--- src/rtl/inst_queue.sv ---
// ---------------------------------------------------------------------------
// inst_queue
//   Small instruction FIFO between the fetch and decode stages. Each entry
//   holds a {pc, instruction} pair. The queue raises stall_req early enough
//   (SKID free entries) to absorb instructions already in flight from the
//   fetch stage's one-cycle BRAM read. A branch redirect (flush) empties the
//   queue in one cycle. overflow_err latches any instruction that was offered
//   while the queue was full.
//
// Ports
//   clk          : single clock, all state on the rising edge
//   rst_n        : asynchronous active-low reset
//   flush        : discard every queued entry (beats push and pop)
//   in_valid     : fetch presents an instruction this cycle
//   in_pc        : PC of the presented instruction
//   in_inst      : presented instruction word
//   in_ready     : queue can accept an instruction this cycle
//   stall_req    : backpressure to the fetch stage
//   out_valid    : head entry is valid
//   out_pc       : PC of the head entry
//   out_inst     : instruction word of the head entry
//   out_ready    : decode consumes the head entry this cycle
//   count        : number of occupied entries
//   overflow_err : sticky, set when an instruction was offered while full
// ---------------------------------------------------------------------------
module inst_queue #(
    parameter int DEPTH = 4,
    parameter int SKID  = 1
) (
    input  logic                     clk,
    input  logic                     rst_n,
    input  logic                     flush,
    input  logic                     in_valid,
    input  logic [31:0]              in_pc,
    input  logic [31:0]              in_inst,
    output logic                     in_ready,
    output logic                     stall_req,
    output logic                     out_valid,
    output logic [31:0]              out_pc,
    output logic [31:0]              out_inst,
    input  logic                     out_ready,
    output logic [$clog2(DEPTH):0]   count,
    output logic                     overflow_err
);

    localparam int PTR_W = $clog2(DEPTH);
    localparam int CNT_W = PTR_W + 1;
    localparam logic [CNT_W-1:0] FULL_CNT  = CNT_W'(DEPTH);
    localparam logic [CNT_W-1:0] STALL_CNT = CNT_W'(DEPTH - SKID);

    logic [PTR_W-1:0] wr_ptr_q, wr_ptr_d;
    logic [PTR_W-1:0] rd_ptr_q, rd_ptr_d;
    logic [CNT_W-1:0] count_q, count_d;
    logic             overflow_q, overflow_d;
    logic             push, pop;

    // Entry storage: {pc, inst}. No reset; validity is tracked by count_q.
    logic [63:0]      mem_q [DEPTH];

    // Readiness is decided from the registered count only, so a pop in the
    // same cycle never lets a full queue accept (no pass-through path).
    assign in_ready     = (count_q != FULL_CNT);
    assign out_valid    = (count_q != '0);
    assign stall_req    = (count_q >= STALL_CNT);
    assign count        = count_q;
    assign overflow_err = overflow_q;
    assign {out_pc, out_inst} = mem_q[rd_ptr_q];

    always_comb begin
        push       = in_valid && in_ready && !flush;
        pop        = out_valid && out_ready && !flush;
        wr_ptr_d   = wr_ptr_q;
        rd_ptr_d   = rd_ptr_q;
        count_d    = count_q;
        overflow_d = overflow_q | (in_valid & ~in_ready & ~flush);

        if (flush) begin
            wr_ptr_d = '0;
            rd_ptr_d = '0;
            count_d  = '0;
        end else begin
            // Pointers are exactly log2(DEPTH) bits, so wrap is implicit.
            if (push) wr_ptr_d = wr_ptr_q + PTR_W'(1);
            if (pop)  rd_ptr_d = rd_ptr_q + PTR_W'(1);
            case ({push, pop})
                2'b10:   count_d = count_q + CNT_W'(1);
                2'b01:   count_d = count_q - CNT_W'(1);
                default: count_d = count_q;
            endcase
        end
    end

    always_ff @(posedge clk or negedge rst_n) begin
        if (!rst_n) begin
            wr_ptr_q   <= '0;
            rd_ptr_q   <= '0;
            count_q    <= '0;
            overflow_q <= 1'b0;
        end else begin
            wr_ptr_q   <= wr_ptr_d;
            rd_ptr_q   <= rd_ptr_d;
            count_q    <= count_d;
            overflow_q <= overflow_d;
        end
    end

    always_ff @(posedge clk) begin
        if (push) begin
            mem_q[wr_ptr_q] <= {in_pc, in_inst};
        end
    end

endmodule

--- config.mk ---
export PLATFORM = sky130hd
export DESIGN_NAME = inst_queue
export DESIGN_NICKNAME = d
export VERILOG_FILES = /design/src/rtl/inst_queue.sv
export SDC_FILE = /design/constraint.sdc
export NUM_CORES = 1
export LEC_CHECK = 0
export BUFFER_PORTS_ARGS = -buffer_cell sky130_fd_sc_hd__buf_2
export CAP_MARGIN = 10
export CELL_PAD_IN_SITES_DETAIL_PLACEMENT = 0
export CELL_PAD_IN_SITES_GLOBAL_PLACEMENT = 1
export CORE_UTILIZATION = 50
export DETAILED_ROUTE_END_ITERATION = 10
export MAX_ROUTING_LAYER = met4
export PLACE_DENSITY = 0.83
export SYNTH_ARGS = -nofsm -noshare
export SYNTH_HDL_FRONTEND = slang
export SYNTH_SLANG_ARGS = --single-unit
--- constraint.sdc ---
create_clock -name clk -period 3.5 [get_ports clk]
set_input_delay 0.7 -clock clk [delete_from_list [all_inputs] [get_ports clk]]
set_output_delay 0.7 -clock clk [all_outputs]
set_load 0.02 [all_outputs]
# After elaboration in Yosys (flattened, before gate mapping)
# Memory sizes are Yosys's and may differ from the RTL's.
# Cells that the tools add are included.
# classes
addsub	4
n_lt_le_gt_ge	1
eq_ne	3
muxes	8
n_bitwise	5
reduce_logical	9
# op_table
op	n
$mux 2	4
$pmux 3 s2	1
$reduce_bool 3->1	2
$add 2x1->2 const B	2
$logic_and 1x1->1	4
$reduce_bool 2->1	2
$add 3x1->3 const B	1
$ge 3x2->1 const B	1
$mux 3	1
$ne 3x3->1 const B	1
$sub 3x1->3 const B	1
$and 1x1->1	2
$eq 2x1->1 const B	1
$eq 2x2->1 const B	1
$mux 1	2
$not 1->1	2
$logic_not 1->1	1
$or 1x1->1	1
# totals
regBits	8
ramBits	256
out_inout_bits	71
n_memories	1
# memory_table
memory	words	word_bits	read_ports	rd_clocked_by_memory_dff	wr	line	text
mem_q	4	64	1	0	1	58	logic [63:0] mem_q [DEPTH];

# Depth between registers and ports, before layout
# Gate-level depths: netlist of the first run.
# logic_depth
ltp_word	6
ltp_mapped	8
ltp_nobuf	7

# Worst setup path after synthesis of the first run
# OpenSTA, ideal clock, no wires.
# synth_path
path_kind	input -> register
startpoint	input port flush
endpoint	memory mem_q[0][0], enable pin
setup_time_ps	429
arrival_time_ps	2716
t_required_ps	3071
setup_slack_ps	355
stages	4
cell_sequence	clkbuf_1 -> nand2b_1 -> nor2b_4 -> and2_1
# synth_between
elab_chain_len	4
# synth_rtl
item	line	text
start, declared	32	input logic flush,
$logic_not 1->1	70	push = in_valid && in_ready && !flush;
$logic_and 1x1->1	70	
$mux 1	108	if (push) begin
$mux 1 (not written as such)	109	mem_q[wr_ptr_q] <= {in_pc, in_inst};
end, declared	58	
# Every way passes these cells.

# Worst setup path in the final report of the first run
# layout_path
startpoint	register rd_ptr_q[0]
endpoint	output port out_inst[1]
# layout_between
elab_chain_len	1
# layout_rtl
item	line	text
start, declared	52	logic [PTR_W-1:0] rd_ptr_q, rd_ptr_d;
start signal, assigned	101	rd_ptr_q <= rd_ptr_d;
$mem_v2 4x64	--	
end, declared	40	output logic [31:0] out_inst,
# Every way passes these cells.

==> metrics.sh, run 1 <==
RUN_STATUS='complete, no violations'
CLKSLEWWORSTSETUPHOLDPATHS_NS=0.06
CTS_TREE='built'
TIMING_HOLD_VIOLATIONS_FINAL=0
CLOCK_SKEW_AFTER_LAYOUT_NS=0.005565
ROW_COUNT=50
TOTAL_NUMBER_OF_VIAS=4526
LAYOUT.CORE_UTILIZATION=0.6180
LAYOUT.NETS=634
FINAL_ANTENNA_NET_COUNT=0
ROUTED_WIRE_LENGTH_PER_INSTANCE_UM=20.82
POST_CTS_RESIZE_COUNT=0
SYNTHTOLAYOUTAREAGROWTH_PCT=19.23
DIE_WIDTH_UM=142.4
FINAL_CELL_MIX='256 x edfxtp_1, 139 x buf_2, 64 x mux4_2'
REPORT.FINAL.SETUP_VIOL=0
TOTALWIRELENGTH_UM=17510
SYNTHARSTFLOPSHARE=0.03030
POWER.STATIC_LEAKAGE_nW=3.954
INITIAL_UTILIZATION=0.5184
CP_DATA_ARRIVAL_TIME_NS=2.24
ANTENNA_FOUND_INITIAL=1
GRT_PASS1_VIAS=4778
GP_CONGESTION=0.7264
GRT_PASS1_WL_UM=26440
GRT_MAX_DEGREE=39
CTS-ROOT-BUF='clkbuf_16'
SYNTH-EDFF-COUNT=256
MULTIINPUTGATEAREA_UM2=1828
SYNTHTOPCELLSBYAREA='edfxtp_1 78%, mux4_2 15%, dfrtp_1 2.0%, buf_6 0.69%, buf_2 0.56%'
CTS.HOLD.BUFFERS_ADDED=0
LAYOUT.CELL_AREA.NON_FILLER_UM2=11750
PLACEMENT.CELL_AREA_UM2=10900
FIN_HOLD_WS_NS=0.03084
PART_OF_THE_CYCLE_THE_WORST_PATH_NEEDS=0.8401
POWER_PER_CELL_AREA_nW_PER_UM2=626.1
MAX_SLEW.WORST_PIN.SLEW_NS=0.6343
MAX_CLOCK_FREQ_MHz=340.1
LAYOUT_COMMONEST_CELL='edfxtp_1'
MAX_CAP_VIOLATIONS=0
PORTBUFFERS=139
MIN_CYCLE_TIME_LAYOUT_NS=2.940
SYNTH.FF_LATCH_COUNT=264
POST_CTS.REPAIR.SETUP_BUFFERS=0
INSERTION_DELAY_NS=0.51
MIN_PATH_TYPE='in -> async'
CTS_MAX_PATH_BUFFERS=3
GRT_OVERFLOW=0
PEAKVDDDROP_V=0.0003311
PLACE.DETAILED.HPWL_UM=10400
CTS.HTREE.LEVELS=1
POST_ROUTE_CELLS_DRIVE_ABOVE_1_SHARE=0.4397
CTS-BUFFERS-INSERTED=27
DRT_PASS1_ITERATIONS=4
CTS.SINKS=264
POST_SYNTH_TOP_AREA_CELL='edfxtp_1'
SYNTH_AREA_PER_CELL_UM2=24.28
FIN_TNS_SETUP_NS=0
COUNT_OF_CELL_TYPES_IN_THE_NETLIST=33
MAXSLEWHEADROOM=0.5771
FP.DIEH_UM=142.4
SEQCELLAREA_UM2=7895
DR.FIRST_ITER.DRC_COUNT=214
STARTPOINT_KIND_OF_THE_WORST_SETUP_TIMING_PATH='flip-flop'
CORE-AREA_UM2=19020
SETUP.WORST_PATH.CLASS='reg -> out'
GLOBAL_ROUTE.USAGE.TOTAL=0.1828
POST-SYNTH-TOP-AREA-FRACTION=0.7798
NUMBER_OF_WARNINGS_REPORTED_IN_THE_YOSYS_SYNTHESIS_LOG=0
DIEAREA_UM2=20280
TIMING.CRITICAL_PATH.FANOUT_MAX=24
MAPPEDNETLISTNETS=480
REPORT.POWER.TOTAL_mW=7.359
RSZ0062_AT_GRT='no'
WORSTPATHREQUIRED_NS=2.80
ROUTE.DETAILED.VIAS_PER_INST=5.382
FILLERS=1382
DRC_VIOLATION_COUNT_AFTER_ROUTING=0
PIN_COUNT=140
SYNTH_AREA_UM2=9858
CRIT_PATH_END_KIND='output port'
SYNTH_SEQUENTIAL_AREA_RATIO=0.8001
REPORT.FINAL.SLEW_VIOL_COUNT=0
SYN_INST=406
SYNTH_FF_TYPE='edfxtp_1'
per-layer routing:
metal	share of wire	vias up	wire length, µm	GRT usage
li1	-	2023	-	-
met1	0.43	2336	7552	0.2398
met2	0.49	145	8505	0.2884
met3	0.071	22	1236	0.04610
met4	0.012	0	212	0.04697
met5	0	-	0	-
where the power goes:
group / switching, mW / internal (mW)
combinational: 0.536 / 0.425
sequential: 0.0815 / 3.60
clock: 1.09 / 1.63
through the flow:
stage / worst slack, ns / cells
CTS: 0.4815 / 840
detailed placement: 1.008 / 791
finish: 0.5598 / 841
floorplan: 0.3554 / 406
global route: 0.4007 / 841
global placement: 1.048 / 791
worst max-delay path: stages, from the launching register on:
cell	delay, ns
dfrtp_4	0.68
buf_12	0.28
mux4_2	0.56
buf_2	0.18
flip-flops by register name, indices dropped and copies added (netlist names):
register	count
wr_ptr_q	2
mem_q	256
count	3
overflow_err	1
rd_ptr_q	2
worst paths after layout:
kind	startpoint	endpoint	slack (ns)	depth (start not counted)
setup / recovery	rd_ptr_q[0]	out_inst[1]	0.56	3
min in group clk	in_inst[22]	mem_q[1][22]	0.41	1
setup reg to reg	count[0]	mem_q[2][51]	1.20	4
max in group asynchronous	rst_n	rd_ptr_q[0]	3.26	1
hold reg to reg	overflow_err	overflow_err	0.50	1
hold / removal	rst_n	wr_ptr_q[1]	0.03	1
logic make-up (layout without fill, tap and decap cells):
logic type	Yosys count	after routing	share of synthesized area
buffers and inverters	24	198	0.01548
adder cells (fa/ha/maj)	5	5	0.007108
XOR/XNOR	3	3	0.002666
AND/OR/NAND/NOR	30	30	0.01751
flip-flops	264	264	0.8001
multiplexers	64	64	0.1462
AO/OA/AOI/OAI	16	16	0.01091
other	0	1	0
cell usage after synthesis (2+ instances only):
cell	instances
edfxtp_1	256
mux4_2	64
buf_2	11
dfrtp_1	8
buf_6	6
and2_1	5
nand2b_1	5
nor2_1	5
ha_1	4
nand2_1	4
a21oi_1	3
clkbuf_1	3
inv_1	3
nand3_1	3
nor3_1	3
o21ai_0	3
a21o_1	2
o22ai_1	2
xor2_1	2
final cells by class:
class | count | share of cell area
tap | 260 | 0.02768
multi-input combinational | 118 | 0.1555
timing repair buffer | 146 | 0.07111
antenna | 1 | 0.0002129
inverter | 3 | 0.0009581
clock inverter | 11 | 0.009261
clock buffer | 38 | 0.06355
sequential | 264 | 0.6717
No activity file was read; power rests on OpenSTA's default activity.
==> run 2, diff against run 1 <==
- CORE_UTILIZATION: 50 -> 45
- PLACE_DENSITY: 0.83 -> 0.79
- clock period: 3.5 -> 2.6 ns (I/O delays scaled with it)
==> metrics.sh, run 2 (synthesized netlist as in run 1, its figures left out) <==
RUN_STATUS='complete, no violations'
PIN_COUNT=140
FINAL.SETUP.WORST_SLACK_NS=0.06198
CLKSLEWWORSTSETUPHOLDPATHS_NS=0.06
NUMBER_OF_FLIP_FLOPS_UNDER_THE_LARGEST_REGISTER_NAME=256
PART_OF_THE_CYCLE_THE_WORST_PATH_NEEDS=0.9762
FP.DIEH_UM=150.0
INSERTION_DELAY_NS=0.52
REPORT.FINAL.SETUP_VIOL=0
ROUTED_WIRE_LENGTH_PER_INSTANCE_UM=20.50
CP_SLOWEST_STAGE_DELAY_NS=0.55
TIMING.CRITICAL_PATH.FANOUT_MAX=25
POWER.STATIC_LEAKAGE_nW=4.023
GRT_MAX_DEGREE=40
RSZ0062_AT_GRT='yes'
TIMING_HOLD_VIOLATIONS_FINAL=0
CTS_MAX_PATH_BUFFERS=3
CTS.HTREE.LEVELS=1
ROUTE.DETAILED.VIAS_PER_INST=5.268
POWER_PER_CELL_AREA_nW_PER_UM2=849.1
CTS.SINKS=264
FINAL_CELL_MIX='256 x edfxtp_1, 138 x buf_2, 64 x mux4_2'
MAX_SLEW.WORST_PIN.SLEW_NS=0.5443
GRT_OVERFLOW=0
GRT_PASS1_VIAS=4959
DIE_WIDTH_UM=150.0
MAXSLEWHEADROOM=0.6371
MAX_CLOCK_FREQ_MHz=394.0
STARTPOINT_KIND_OF_THE_WORST_SETUP_TIMING_PATH='flip-flop'
FIN_HOLD_WS_NS=0.2094
PLACE.DETAILED.HPWL_UM=10860
REGISTERS.TOP_BY_FF_COUNT='mem_q'
PEAKVDDDROP_V=0.0005466
CTS-ROOT-BUF='clkbuf_16'
TOTALWIRELENGTH_UM=17750
DRC_VIOLATION_COUNT_AFTER_ROUTING=0
DP_SLACK_NS=0.3664
SLOWEST_STAGE_CELL_ON_THE_CRITICAL_PATH='mux4_2'
LAYOUT_COMMONEST_CELL='edfxtp_1'
CP_DATA_ARRIVAL_TIME_NS=2.02
CORE-AREA_UM2=21220
CLOCK_SKEW_AFTER_LAYOUT_NS=0.01215
LAYOUT.CELL_AREA.NON_FILLER_UM2=11870
REG2REG_FROM='count[0]'
TOTAL_NUMBER_OF_VIAS=4562
LAYOUT.NETS=644
INITIAL_UTILIZATION=0.4646
GLOBAL_ROUTE.USAGE.TOTAL=0.1678
MIN_CYCLE_TIME_LAYOUT_NS=2.538
CTS_TREE='built'
MAX_CAP_VIOLATIONS=0
GP_CONGESTION=0.7133
CTS-BUFFERS-INSERTED=27
REPORT.POWER.TOTAL_mW=10.08
SYNTHTOLAYOUTAREAGROWTH_PCT=20.43
PLACEMENT.CELL_AREA_UM2=10930
DIEAREA_UM2=22500
DRT_PASS1_ITERATIONS=4
CRITICAL_PATH_BUF_INV_COUNT=2
WORST_SETUP_PATH_STARTPOINT='rd_ptr_q[0]'
WORST_HOLD_STARTPOINT='in_pc[24]'
WORSTPATHREQUIRED_NS=2.08
CPLARGESTDELAYFAMILY='multiplexers'
GRT_PASS1_WL_UM=27410
ANTENNA_FOUND_INITIAL=1
FIN_TNS_SETUP_NS=0
PORTBUFFERS=139
MIN_PATH_TYPE='in -> reg'
DR.FIRST_ITER.DRC_COUNT=210
POST_ROUTE_CELLS_DRIVE_ABOVE_1_SHARE=0.4525
PATH_CELLS='buf_16, mux4_2, buf_2'
REPORT.FINAL.SLEW_VIOL_COUNT=0
CRIT_PATH_END_KIND='output port'
SETUP.WORST_PATH.CLASS='reg -> out'
ROW_COUNT=53
FINAL_ANTENNA_NET_COUNT=0
## run 2: cell count changes in the layout (fill, tap and decap cells not counted), sizes merged
cell | before | now
buf | 146 | 155
bufinv | 2 | 4
clkbuf | 38 | 30
clkinv | 7 | 11
clkinvlp | 2 | 3
dlygate4sd3 | 0 | 1
inv | 3 | 4
## run 2: what timing repair did
action / in CTS / in global routing
pin swaps: 0 / 0
buffers inserted: 3 / 0
setup endpoints to repair: 55 / 4
resized for setup: 2 / 2
hold buffers: 1 / 0
endpoints found under the hold margin: 8 / 0
## run 2: worst paths after layout
| path | endpoint | slack [ns] | cells after the start |
|---|---|---|---|
| min in group asynchronous | count[0] | 0.36 | 2 |
| worst max register to register | count[1] | 0.43 | 7 |
| worst min register to register | overflow_err | 0.50 | 1 |
| worst min-delay path | mem_q[0][56] | 0.21 | 1 |
| worst max-delay path | out_inst[20] | 0.06 | 3 |
| max in group asynchronous | rd_ptr_q[0] | 2.04 | 2 |
## run 2: through the flow
stage,util,instances
after detailed placement,0.5153,812
final,0.5595,866
after floorplan,-,406
after global placement,0.5153,812
after CTS,0.5591,865
after global routing,0.5595,866
## run 2: layer usage
layer  routed length, µm  vias up  global-route usage
met5                   0        -                   -
met4                 264        0             0.04747
met2                9406      115              0.2907
met3                 727       20             0.02348
met1                7355     2384              0.2060
li1                    -     2043                   -
## run 2: power breakdown
group	leakage (nW)	total, mW	switching [mW]	internal (mW)
sequential	2.43	4.92	0.0741	4.85
clock	0.427	3.79	1.50	2.29
combinational	1.17	1.36	0.762	0.603
total	4.02	10.1	2.34	7.75
## run 2: cell type report
cell class	instances	area (µm²)
clock inverter	19	198.9
timing repair buffer	156	905.9
fill	1619	9348
tap	275	344.1
sequential	264	7895
clock buffer	30	686.9
antenna	1	2.502
inverter	3	11.26
multi-input combinational	118	1828
